### src/rtl/cpu_pkg.sv
// rtl/cpu_pkg.sv - shared types and ISA constants for the cpu controller
package cpu_pkg;

   typedef enum logic [2:0] {
      S_WAIT,
      S_DECODE,
      S_WRITE_IMM,
      S_GET_A,
      S_GET_B,
      S_EXEC,
      S_WRITE_REG
   } state_t;

   localparam logic [2:0] OPC_MOV    = 3'b110;
   localparam logic [2:0] OPC_ALU    = 3'b101;
   localparam logic [1:0] OP_MOV_IMM = 2'b10;
   localparam logic [1:0] OP_MOV_REG = 2'b00;

   localparam logic [1:0] ALU_ADD  = 2'b00;
   localparam logic [1:0] ALU_SUB  = 2'b01;
   localparam logic [1:0] ALU_AND  = 2'b10;
   localparam logic [1:0] ALU_NOTB = 2'b11;

   // Field view of the 16-bit instruction; imm8 overlays {rd, sh, rm}
   typedef struct packed {
      logic [2:0] opcode;
      logic [1:0] op;
      logic [2:0] rn;
      logic [2:0] rd;
      logic [1:0] sh;
      logic [2:0] rm;
   } instr_t;

   function automatic logic [15:0] sext8(input logic [7:0] v);
      return {{8{v[7]}}, v};
   endfunction

endpackage

### src/rtl/cpu_controller_instr_decoder.sv
// rtl/cpu_controller_instr_decoder.sv - combinational field split, sximm8 and class flags
module instr_decoder
   import cpu_pkg::*;
(
   input  logic [15:0] ir_i,
   output instr_t      fields_o,
   output logic [15:0] sximm8_o,
   output logic        is_mov_imm_o,
   output logic        is_mov_reg_o,
   output logic        is_mvn_o,
   output logic        is_cmp_o,
   output logic        is_alu3_o,
   output logic        legal_o
);

   logic is_mov_grp;
   logic is_alu_grp;

   assign fields_o   = instr_t'(ir_i);
   assign sximm8_o   = sext8(ir_i[7:0]);

   assign is_mov_grp = (fields_o.opcode == OPC_MOV);
   assign is_alu_grp = (fields_o.opcode == OPC_ALU);

   assign is_mov_imm_o = is_mov_grp && (fields_o.op == OP_MOV_IMM);
   assign is_mov_reg_o = is_mov_grp && (fields_o.op == OP_MOV_REG);
   assign is_mvn_o     = is_alu_grp && (fields_o.op == ALU_NOTB);
   assign is_cmp_o     = is_alu_grp && (fields_o.op == ALU_SUB);
   // Two-operand ALU instructions that need both A and B read
   assign is_alu3_o    = is_alu_grp && (fields_o.op inside {ALU_ADD, ALU_SUB, ALU_AND});
   assign legal_o      = is_mov_imm_o | is_mov_reg_o | is_mvn_o | is_alu3_o;

endmodule

### src/rtl/cpu_controller.sv
// rtl/cpu_controller.sv - instruction register and Moore control FSM driving the datapath
module cpu_controller
   import cpu_pkg::*;
(
   input  logic        clk,
   input  logic        rst_n,
   input  logic [15:0] instr_in,
   input  logic        load_ir,
   input  logic        start,
   output logic [15:0] datapath_in,
   output logic        wb_sel,
   output logic [2:0]  w_addr,
   output logic        w_en,
   output logic [2:0]  r_addr,
   output logic        en_A,
   output logic        en_B,
   output logic [1:0]  shift_op,
   output logic        sel_A,
   output logic        sel_B,
   output logic [1:0]  ALU_op,
   output logic        en_C,
   output logic        en_status,
   output logic        w,
   output logic        illegal
);

   state_t      state_q;
   logic [15:0] ir_q, ir_d;
   logic        w_q, w_en_q, wb_sel_q, en_a_q, en_b_q, sel_a_q, en_c_q, en_status_q, illegal_q;
   logic [2:0]  w_addr_q, r_addr_q;
   logic [1:0]  shift_op_q, alu_op_q;

   instr_t      f;
   logic [15:0] sximm8;
   logic        is_mov_imm, is_mov_reg, is_mvn, is_cmp, is_alu3, legal;

   instr_decoder u_dec (
      .ir_i         (ir_q),
      .fields_o     (f),
      .sximm8_o     (sximm8),
      .is_mov_imm_o (is_mov_imm),
      .is_mov_reg_o (is_mov_reg),
      .is_mvn_o     (is_mvn),
      .is_cmp_o     (is_cmp),
      .is_alu3_o    (is_alu3),
      .legal_o      (legal)
   );

   // IR only accepts a new word while idle
   assign ir_d = (state_q == S_WAIT && load_ir) ? instr_in : ir_q;

   // State and registered outputs; outputs are set for the state being entered
   always_ff @(posedge clk or negedge rst_n) begin
      if (!rst_n) begin
         state_q     <= S_WAIT;
         ir_q        <= '0;
         illegal_q   <= 1'b0;
         w_q         <= 1'b1;
         w_en_q      <= 1'b0;
         wb_sel_q    <= 1'b0;
         w_addr_q    <= '0;
         r_addr_q    <= '0;
         en_a_q      <= 1'b0;
         en_b_q      <= 1'b0;
         shift_op_q  <= '0;
         sel_a_q     <= 1'b0;
         alu_op_q    <= '0;
         en_c_q      <= 1'b0;
         en_status_q <= 1'b0;
      end else begin
         ir_q        <= ir_d;
         w_q         <= 1'b0;
         w_en_q      <= 1'b0;
         wb_sel_q    <= 1'b0;
         w_addr_q    <= '0;
         r_addr_q    <= '0;
         en_a_q      <= 1'b0;
         en_b_q      <= 1'b0;
         shift_op_q  <= '0;
         sel_a_q     <= 1'b0;
         alu_op_q    <= '0;
         en_c_q      <= 1'b0;
         en_status_q <= 1'b0;
         case (state_q)
            S_WAIT: begin
               if (start) begin
                  state_q   <= S_DECODE;
                  illegal_q <= 1'b0;
               end else begin
                  w_q <= 1'b1;
               end
            end
            S_DECODE: begin
               if (is_mov_imm) begin
                  state_q  <= S_WRITE_IMM;
                  w_addr_q <= f.rn;
                  wb_sel_q <= 1'b1;
                  w_en_q   <= 1'b1;
               end else if (is_mov_reg || is_mvn) begin
                  state_q  <= S_GET_B;
                  r_addr_q <= f.rm;
                  en_b_q   <= 1'b1;
               end else if (is_alu3) begin
                  state_q  <= S_GET_A;
                  r_addr_q <= f.rn;
                  en_a_q   <= 1'b1;
               end else begin
                  state_q   <= S_WAIT;
                  w_q       <= 1'b1;
                  illegal_q <= !legal;
               end
            end
            S_GET_A: begin
               state_q  <= S_GET_B;
               r_addr_q <= f.rm;
               en_b_q   <= 1'b1;
            end
            S_GET_B: begin
               state_q     <= S_EXEC;
               shift_op_q  <= f.sh;
               alu_op_q    <= is_mov_reg ? ALU_ADD : f.op;
               sel_a_q     <= is_mov_reg;
               en_status_q <= is_cmp;
               en_c_q      <= !is_cmp;
            end
            S_EXEC: begin
               if (is_cmp) begin
                  state_q <= S_WAIT;
                  w_q     <= 1'b1;
               end else begin
                  state_q  <= S_WRITE_REG;
                  w_addr_q <= f.rd;
                  w_en_q   <= 1'b1;
               end
            end
            default: begin
               state_q <= S_WAIT;
               w_q     <= 1'b1;
            end
         endcase
      end
   end

   assign datapath_in = sximm8;
   assign wb_sel      = wb_sel_q;
   assign w_addr      = w_addr_q;
   assign w_en        = w_en_q;
   assign r_addr      = r_addr_q;
   assign en_A        = en_a_q;
   assign en_B        = en_b_q;
   assign shift_op    = shift_op_q;
   assign sel_A       = sel_a_q;
   assign sel_B       = 1'b0;
   assign ALU_op      = alu_op_q;
   assign en_C        = en_c_q;
   assign en_status   = en_status_q;
   assign w           = w_q;
   assign illegal     = illegal_q;

endmodule

### config.mk
export PLATFORM = sky130hd
export DESIGN_NAME = cpu_controller
export DESIGN_NICKNAME = d
export VERILOG_FILES = /design/src/rtl/cpu_pkg.sv /design/src/rtl/cpu_controller_instr_decoder.sv /design/src/rtl/cpu_controller.sv
export SDC_FILE = /design/constraint.sdc
export NUM_CORES = 1
export LEC_CHECK = 0
export BUFFER_PORTS_ARGS = -buffer_cell sky130_fd_sc_hd__buf_4
export CAP_MARGIN = 20
export CORE_MARGIN = 1.5
export CORE_UTILIZATION = 45
export DETAILED_ROUTE_END_ITERATION = 10
export PLACE_DENSITY = 0.81
export SLEW_MARGIN = 20
export SYNTH_ARGS = -nofsm -noshare
export SYNTH_HDL_FRONTEND = slang
export SYNTH_SLANG_ARGS = --single-unit
### constraint.sdc
create_clock -name clk -period 3.25 [get_ports clk]
set_input_delay 0.4875 -clock clk [delete_from_list [all_inputs] [get_ports clk]]
set_output_delay 0.4875 -clock clk [all_outputs]
set_load 0.02 [all_outputs]
**Yosys cells after proc, flatten, opt, wreduce, memory -nomap -nowiden**

Index checks and enable logic that the tools add are counted.

- Register bits: 38
- Output and inout port bits: 36
- Memories kept: 0
- Bits in latches: 0
- Logic and storage cells: 87
- Memory bits (read-only): 0
- RAM bits: 0

- Reduce and logical (&&, ||, !) cells: 15
- Shift-type cells: 0
- Muxes and demuxes: 41
- Eq/ne operators: 13
- Div/mod/pow operators: 0
- Bitwise operators: 3
- $lt $le $gt $ge: 0
- $mul: 0
- Add/subtract/negate cells: 0

Operators with widths:

| kind | number |
|---|---|
| $mux 3 | 9 |
| $mux 1 | 21 |
| $pmux 3 s5 | 1 |
| $eq 3x3->1 const B | 4 |
| $pmux 3 s2 | 2 |
| $mux 2 | 4 |
| $ne 2x2->1 const B | 4 |
| $logic_and 1x1->1 | 6 |
| $pmux 1 s2 | 3 |
| $reduce_and 5->1 | 1 |
| $eq 2x2->1 const B | 2 |
| $pmux 1 s4 | 1 |
| $eq 3x1->1 const B | 1 |
| $eq 3x2->1 const B | 1 |
| $logic_not 3->1 | 1 |
| $or 1x1->1 | 3 |
| $reduce_bool 3->1 | 1 |
| $eq 2x1->1 const B | 1 |
| $logic_not 1->1 | 2 |
| $logic_not 2->1 | 1 |
| $reduce_bool 2->1 | 1 |
| $reduce_or 2->1 | 1 |
| $logic_or 1x1->1 | 1 |

**Longest topological paths before layout**

Gate-level depths: netlist of the first run.

- Depth after elaboration: 10
- Gate-level depth with buffers: 6
- Depth with buffers taken out: 3

**By module**

Synthesis of the first run repeated with hierarchy kept, for this count alone.

- Cell total of the unflattened synthesis: 143
- Area, all modules: 1825.5 um^2

By module, submodules not included:

| module | times used | area each (um^2) | cells each |
|---|---|---|---|
| cpu_controller | 1 | 1514.0 | 101 |
| instr_decoder | 1 | 311.5 | 42 |

**Least setup slack after synthesis of the first run**

Ideal clock, no wire load.

- Path kind: flip-flop to flip-flop
- Start point: reg state_q[1]
- End point: reg ir_q[0]
- Cell stages (with the launch flop): 7
- Setup slack: 1788 ps
- Data arrival time: 1337 ps
- Library setup time: 125 ps
- Clock period less this slack: 1462 ps
- Data required time: 3125 ps
- Buffers on the path: 3
- Cell sequence: dfrtp_1 > buf_6 > nor3_2 > and2_4 > buf_8 > buf_12 > mux2_4

- Longest elaborated chain between the ends: 2

RTL lines:

| element | RTL line | RTL |
|---|---|---|
| start, declared | cpu_controller.sv:27 | `state_t state_q;` |
| start signal, assigned | cpu_controller.sv:55 | `state_q <= S_WAIT;` |
| start signal, assigned | cpu_controller.sv:87 | `state_q <= S_DECODE;` |
| start signal, assigned | cpu_controller.sv:95 | `state_q <= S_WRITE_IMM;` |
| $logic_not 3->1 | cpu_controller.sv:50 | `assign ir_d = (state_q == S_WAIT && load_ir) ? instr_in : ir_q;` |
| $logic_and 1x1->1 | cpu_controller.sv:50 |  |
| end signal, assigned | cpu_controller.sv:71 | `ir_q <= ir_d;` |
| end, declared | cpu_controller.sv:28 | `logic [15:0] ir_q, ir_d;` |

No other way between the ends.
A chain may end at the register's enable or synchronous reset.

**Worst setup path after layout of the first run**

- Start point: reg state_q[2]
- End point: reg ir_q[10]

The elaborated chain is that of the path after synthesis.

==> results of run 1 <==
flip-flops by register name, indices dropped and copies added (netlist names), 2 cells and up:
register / flops
state_q: 3
ALU_op: 2
shift_op: 2
r_addr: 3
ir_q: 16
w_addr: 3
power groups by stage:
stage               clock (mW)  sequential [mW]  combinational, mW
floorplan                    0            0.875              0.751
detailed placement           0            0.872              0.970
finish                   0.482            0.870              0.970
CTS                      0.492            0.867              0.980
global route             0.515            0.900               1.03
global placement             0            0.850              0.957
cells by family (layout without fill, tap and decap cells):
logic type | after synthesis | in the layout
other | 1 | 1
muxes | 16 | 16
DFF | 38 | 38
AOI/OAI and AO/OA | 17 | 17
buffers and inverters | 25 | 64
and+or+nand+nor | 37 | 37
cell usage in the layout, fill, tap and decap left out:
master	synthesis	routed
a211oi_2	1	1
and2b_2	1	1
o2bb2ai_1	3	3
a32o_1	1	1
a21oi_1	1	1
inv_1	2	2
bufinv_16	0	2
and2_1	3	3
and2_4	1	1
o221ai_1	1	1
o21ai_0	2	2
a311oi_1	1	1
nor3b_2	1	1
a31oi_1	1	1
and3_1	7	7
nand3b_1	1	1
buf_4	19	54
nor2_1	4	4
nor2b_1	3	3
nand2_1	7	7
nand4bb_1	1	1
or2_1	1	1
mux2_2	6	6
a221oi_2	1	1
a22o_1	4	4
nor3_2	1	1
dfrtp_1	37	37
conb_1	1	1
nor4bb_2	1	1
clkbuf_8	0	6
mux2_4	10	10
nand2b_1	1	1
and3b_1	1	1
nand4_1	1	1
a21o_1	1	1
nor3b_1	1	1
dfstp_2	1	1
nor3_1	1	1
per-stage QoR:
stage / instances / area [sq um]
5_1_grt: 221 / 2172
2_1_floorplan: 134 / 1758
3_5_place_dp: 213 / 2029
6_report: 221 / 2172
4_1_cts: 221 / 2172
3_3_place_gp: 213 / 2029
critical path, cell delays in order, from the launching register on:
cell and delay (ns):
dfrtp_1 0.53, nor3_2 0.27, and2_4 0.35, mux2_2 0.37
synth_stat cells, types with 2 or more instances:
library cell / number
a22o_1: 4
mux2_4: 10
o21ai_0: 2
and2_1: 3
buf_4: 19
and3_1: 7
o2bb2ai_1: 3
dfrtp_1: 37
nor2_1: 4
mux2_2: 6
nand2_1: 7
inv_1: 2
nor2b_1: 3
path summary, 6_finish.rpt:
path                              from          to  slack, ns  depth (start not counted)
max in group asynchronous        rst_n           w       2.77                          1
min in group clk           instr_in[7]     ir_q[7]       0.43                          2
hold / removal                   rst_n  state_q[2]       0.15                          1
hold reg to reg                ir_q[9]   r_addr[1]       0.53                          1
setup / recovery            state_q[2]    ir_q[10]       1.62                          3
setup reg to reg            state_q[2]    ir_q[10]       1.62                          3
cell type report:
class	count	share of cell area
clock buffer	6	0.03802
clock inverter	2	0.02765
inverter	2	0.003456
multi-input combinational	71	0.2782
sequential	38	0.4384
tap	48	0.02765
timing repair buffer	54	0.1866
layer usage:
layer  wire length [um]  global-route usage
met2               1649              0.2640
met5                  0                   0
met3                203             0.04281
met1               1357              0.1969
met4                 38             0.06250
==> summary.txt, run 1 <==
Timing
  • Fin Clk Skew: 0.004648 ns
  • Setup TNS: 0 ns
  • Worst hold slack: 0.1516 ns
  • Fmax: approximately 610 MHz
  • Final setup viols: 0
  • Final setup margin: between 1.5 and 2 ns
  • Final Hold Viols: 0
  • Unrepaired setup endpoints after global routing: false
  • Slew Viols, Final: 0
  • Tmin final: approximately 1.6 ns
  • Tcrit/Tclk final: 0.5028

Outcome
  • Status: finished clean

Floorplanning
  • Row Count: 22
  • Die W: about 66 um
  • Io pins: 56
  • Initial Util: 0.4731
  • Area of the core: between 3000 and 4000 sq um
  • Die ar.: 4290 sq um
  • Vert. Die Dim: between 60 and 70 um

Critical path
  • Startpoint type of the worst setup path: flip-flop
  • Worst setup EP type: flip-flop
  • CP arrival: between 1.5 and 2 ns
  • CP Max Fanout: 16
  • Setup CP Type: reg -> reg
  • Worst endpoint required time: around 3.4 ns

Clock network
  • TritonCTS clock tree: done
  • Clock slew at reported path FFs: roughly 0.07 ns
  • Clock Sinks: 38
  • Root Driver: clkbuf_8
  • Clock Latency Late Sink: roughly 0.28 ns
  • CTS Hold Bufs: 0
  • Post-CTS setup buffer count: 0
  • CTS resizes: 0
  • CTS H-tree lvls: 2
  • Clock buffer count from CTS: 5
  • Clock buffer depth: 2

Global routing
  • First-pass GRT wire length: 5092 um
  • Largest net degree at the start of global routing: 39
  • Initial antenna violation count: 0
  • GRT Residual Overflow: 0
  • Vias in the first global route: around 1100
  • GRT Total Usage: 0.1589

Place
  • Final Wtd Congestion: 0.8130
  • Dpl ws: 1.637 ns
  • # port buffers: between 50 and 60
  • Hpwl dp: approximately 2300 um

Power
  • Internal: between 1 and 1.5 mW
  • Clock Power Share: 0.208
  • Switching part of the total power: 0.3622
  • Total Power: 2.323 mW
  • Sw Pwr: ~840 uW
  • Pleak: around 1.1 nW
  • Flop pwr share: 0.375
  • Power Density: roughly 1100 nW/um^2
  • Highest ir drop seen on vdd: 0.0003688 V
  • Comb pwr share: 0.418

Drt
  • ANT nets after route: 0
  • Final wirelength: around 3200 um
  • Avg WL per Cell: between 10 and 15 um
  • Number of remaining DRC errors: 0
  • Total number of vias: 1123
  • DRT Pass-1 Iters: 4
  • Post-DR vias/cell: 5.081
  • Iter 0 DRT Violations: 19

Synth
  • Synthesis-stage register bit count: 38
  • Simple-Gate Fraction of Synth Area: 0.1352
  • Yosys cell types: 40
  • Syn Area/Cell: about 13 sq um
  • Synthesized area: about 1800 sq um
  • Post-synth EDFFs: 0
  • Ranking of synthesized cells by area: dfrtp_1 53%, mux2_4 8.5%, buf_4 8.1%
  • Compound-cell area share of the yosys netlist: 0.08256
  • Yosys top cell by area: dfrtp_1
  • Main combinational cell family by area after synthesis: simple AND/OR/NAND/NOR gates
  • Seq/Total Area, Yosys: 0.5416
  • Top-area cell type share of the netlist area: 0.5267
  • Syn_nets: between 150 and 200
  • Mux cell area share after synthesis: 0.1238
  • Synth Area in XOR/XNOR: 0
  • Post-synth ARST share: 1.000
  • Adder-Cell Fraction of Synth Area: 0
  • Most used DFF post-synth: dfrtp_1
  • Post-Syn Instances: ~130
  • Yosys warns: 0

Final layout
  • Fillers: 298
  • ANT cells: 0
  • Multi-input logic area: roughly 600 sq um
  • Final core occ: 0.5845
  • Layout cells sized above 1: 0.4971
  • Layout overhead on the synthesized area: 23.56%
  • Final Net Count: between 150 and 200
  • Storage element area: 952.2 sq um

Hold path
  • Hold Crit Class: in -> async

Run
  • Max Cap Viol: 0
Power figures use the tool's default switching activity.
==> run 2, diff against run 1 <==
Settings changed: PLACE_DENSITY 0.81 to 0.84.
Clock period 3.25 ns to 1.4 ns, I/O delays scaled along.
==> run 2 against run 1 <==
  * The run now ends with setup timing left
  * Critical path depth increased by 1
  * Sequential share of layout area is 3.0 points lower
  * Combinational power rose to 2.9 times the previous value
  * Design area is 7.6% higher
  * Fmax rose by 13%
  * Worst setup slack got worse by 1.7 ns
  * Clock power grew 56%
  * Clock skew barely moved
  * Largest cell class unchanged
==> summary.txt, run 2 (synthesis results as in run 1) <==
Outcome
  • Status: finished, violations left
  • Failing checks: setup timing

Timing
  • Final setup viols: 15 (+15)
  • Final Hold Viols: 0 (unchanged)
  • Fin Clk Skew: 0.004152 ns (-0.0004962 ns)
  • Fmax: 694.3 MHz (+13%)
  • Worst hold slack: 0.1516 ns (-0.000002000 ns)
  • Slew Viols, Final: 0 (unchanged)
  • Final setup margin: -0.04040 ns (-1.656 ns)
  • Unrepaired setup endpoints after global routing: true
  • Tcrit/Tclk final: 1.029 (+0.5261)
  • Tmin final: 1.440 ns (-0.1937 ns)

Clock network
  • Root Driver: clkbuf_8
  • Clock Sinks: 38 (unchanged)
  • Clock Latency Late Sink: 0.28 ns (about the same)
  • TritonCTS clock tree: done
  • CTS H-tree lvls: 2 (unchanged)
  • Clock buffer depth: 2 (unchanged)
  • Clock slew at reported path FFs: 0.07 ns (about the same)
  • Clock buffer count from CTS: 5 (unchanged)

Critical path
  • Crit-path cells: nor3_4 > and2_4 > buf_4 > mux2_2
  • Critical Path End: ir_q[10]
  • R2r worst-path depth: 4 (+1)
  • CP arrival: 1.61 ns (-0.20 ns)
  • Worst reg2reg path endpoint: ir_q[10]
  • Reg2reg setup slack: -0.04 ns (-1.66 ns)
  • Slowest CP cell: dfrtp_1
  • RR Startpoint: state_q[2]
  • Crit path largest cell delay: 0.43 ns (-0.10 ns)
  • Worst endpoint required time: 1.57 ns (-1.85 ns)
  • Startpoint type of the worst setup path: flip-flop
  • CP Max Fanout: 5 (-11)
  • Setup CP Type: reg -> reg
  • Worst setup EP type: flip-flop
  • CP startpoint: state_q[2]

Drt
  • Avg WL per Cell: 14.58 um (-0.77%)
  • Total number of vias: 1162 (+3.5%)
  • Iter 0 DRT Violations: 41 (+22)
  • Final wirelength: 3500 um (+7.8%)
  • Number of remaining DRC errors: 0 (unchanged)
  • Post-DR vias/cell: 4.842 (-4.7%)
  • DRT Pass-1 Iters: 4 (unchanged)
  • ANT nets after route: 0 (unchanged)

Global routing
  • GRT Residual Overflow: 0 (unchanged)
  • Initial antenna violation count: 0 (unchanged)
  • GRT Total Usage: 0.1737 (+0.01482)
  • Largest net degree at the start of global routing: 39 (unchanged)
  • First-pass GRT wire length: 5471 um (+7.4%)
  • Vias in the first global route: 1155 (+6.6%)

Floorplanning
  • Die W: 65.50 um (unchanged)
  • Die ar.: 4290 sq um (unchanged)
  • Io pins: 56 (unchanged)
  • Row Count: 22 (unchanged)
  • Initial Util: 0.4731 (unchanged)
  • Vert. Die Dim: 65.50 um (unchanged)
  • Area of the core: 3716 sq um (unchanged)

Final layout
  • Final Net Count: 211 (+9.9%)
  • ANT cells: 0 (unchanged)
  • Layout cells sized above 1: 0.5625 (+0.06539)
  • Max reg flops: 16 (unchanged)
  • Register name with the most flops: ir_q
  • Most common cell after layout, fill and taps aside: buf_4
  • Layout overhead on the synthesized area: 32.95%
  • Most frequent cells in the layout: 68 x buf_4, 36 x dfrtp_1, 15 x mux2_4
  • Fillers: 278 (-6.7%)
  • Non-Filler Instances: 240 (+8.6%)
  • Final core occ: 0.6290 (+0.04444)

Place
  • Placed Cells: 224 (+5.2%)
  • Hpwl dp: 2607 um (+12%)
  • # port buffers: 54 (unchanged)
  • Final Wtd Congestion: 0.8559 (+5.3%)

Power
  • Flop pwr share: 0.348 (-0.027)
  • Highest ir drop seen on vdd: 0.0009268 V (+150%)
  • Comb pwr share: 0.516 (+0.098)
  • Sw Pwr: 2.100 mW (+150%)
  • Power Density: 2366 nW/um^2 (+120%)
  • Switching part of the total power: 0.3797 (+0.01748)
  • Pleak: 1.173 nW (+8.7%)
  • Clock Power Share: 0.136 (-0.072)
  • Internal: 3.430 mW (+130%)

Hold path
  • Hold Crit Class: in -> reg

Run
  • Max Cap Viol: 0 (unchanged)
run 2: how the worst min path moves through the flow:
stage | start | to | cells after the start | slack, ns
2_1_floorplan | rst_n | ALU_op[0] | 0 | -0.09
3_3_place_gp | rst_n | ir_q[14] | 1 | 0.18
3_5_place_dp | rst_n | ir_q[11] | 1 | 0.19
4_1_cts | instr_in[3] | ir_q[3] | 2 | 0.15
5_1_grt | instr_in[3] | ir_q[3] | 2 | 0.14
6_report | instr_in[9] | ir_q[9] | 2 | 0.15
run 2: what timing repair did:
| action | 4_1_cts | 5_1_grt |
|---|---|---|
| buffers inserted | 5 | 2 |
| cloned | 0 | 0 |
| pin swaps | 2 | 2 |
| endpoints found under the hold margin | 37 | 0 |
| resized for setup | 3 | 10 |
| hold buffers | 1 | 0 |
| endpoints found under the setup margin | 16 | 25 |
run 2: area by class of cell:
class	instances	area, sq um	share of cell area
inverter	2	7.507	0.003212
timing repair buffer	73	574.3	0.2457
sequential	38	953.4	0.4079
clock inverter	2	12.51	0.005353
tap	48	60.06	0.02570
multi-input combinational	71	646.9	0.2768
clock buffer	6	82.58	0.03533
run 2: critical path: cells and delay by family, from the launching register on:
kind / cells / cell delay (ns)
buffers and inverters: 1 / 0.12
muxes: 1 / 0.32
DFF: 1 / 0.43
and+or+nand+nor: 2 / 0.45
run 2: power by group through the flow:
stage / sequential [mW] / combinational [mW] / clock, mW
floorplan: 2.04 / 1.76 / 0
global placement: 1.89 / 2.55 / 0
detailed placement: 1.93 / 2.62 / 0
CTS: 1.92 / 2.71 / 0.767
global route: 1.98 / 3.04 / 0.824
finish: 1.93 / 2.85 / 0.751
run 2: per-layer routing:
layer,vias to the layer above,share of wire,GRT usage
met3,6,0.054,0.03596
li1,565,-,-
met2,40,0.52,0.3023
met1,551,0.41,0.2075
met4,0,0.017,0.07552
met5,-,0,0
run 2: metrics by stage:
step	power [mW]	instance area [sq um]	setup TNS (ns)	setup slack (ns)
floorplan	3.796	1764	-0.5187	-0.05187
CTS	5.392	2282	-0.1227	-0.01883
global route	5.843	2337	-1.496	-0.08879
finish	5.530	2337	-0.4502	-0.04040
detailed placement	4.551	2118	-0.7431	-0.08236
global placement	4.441	2118	-0.1742	-0.02957
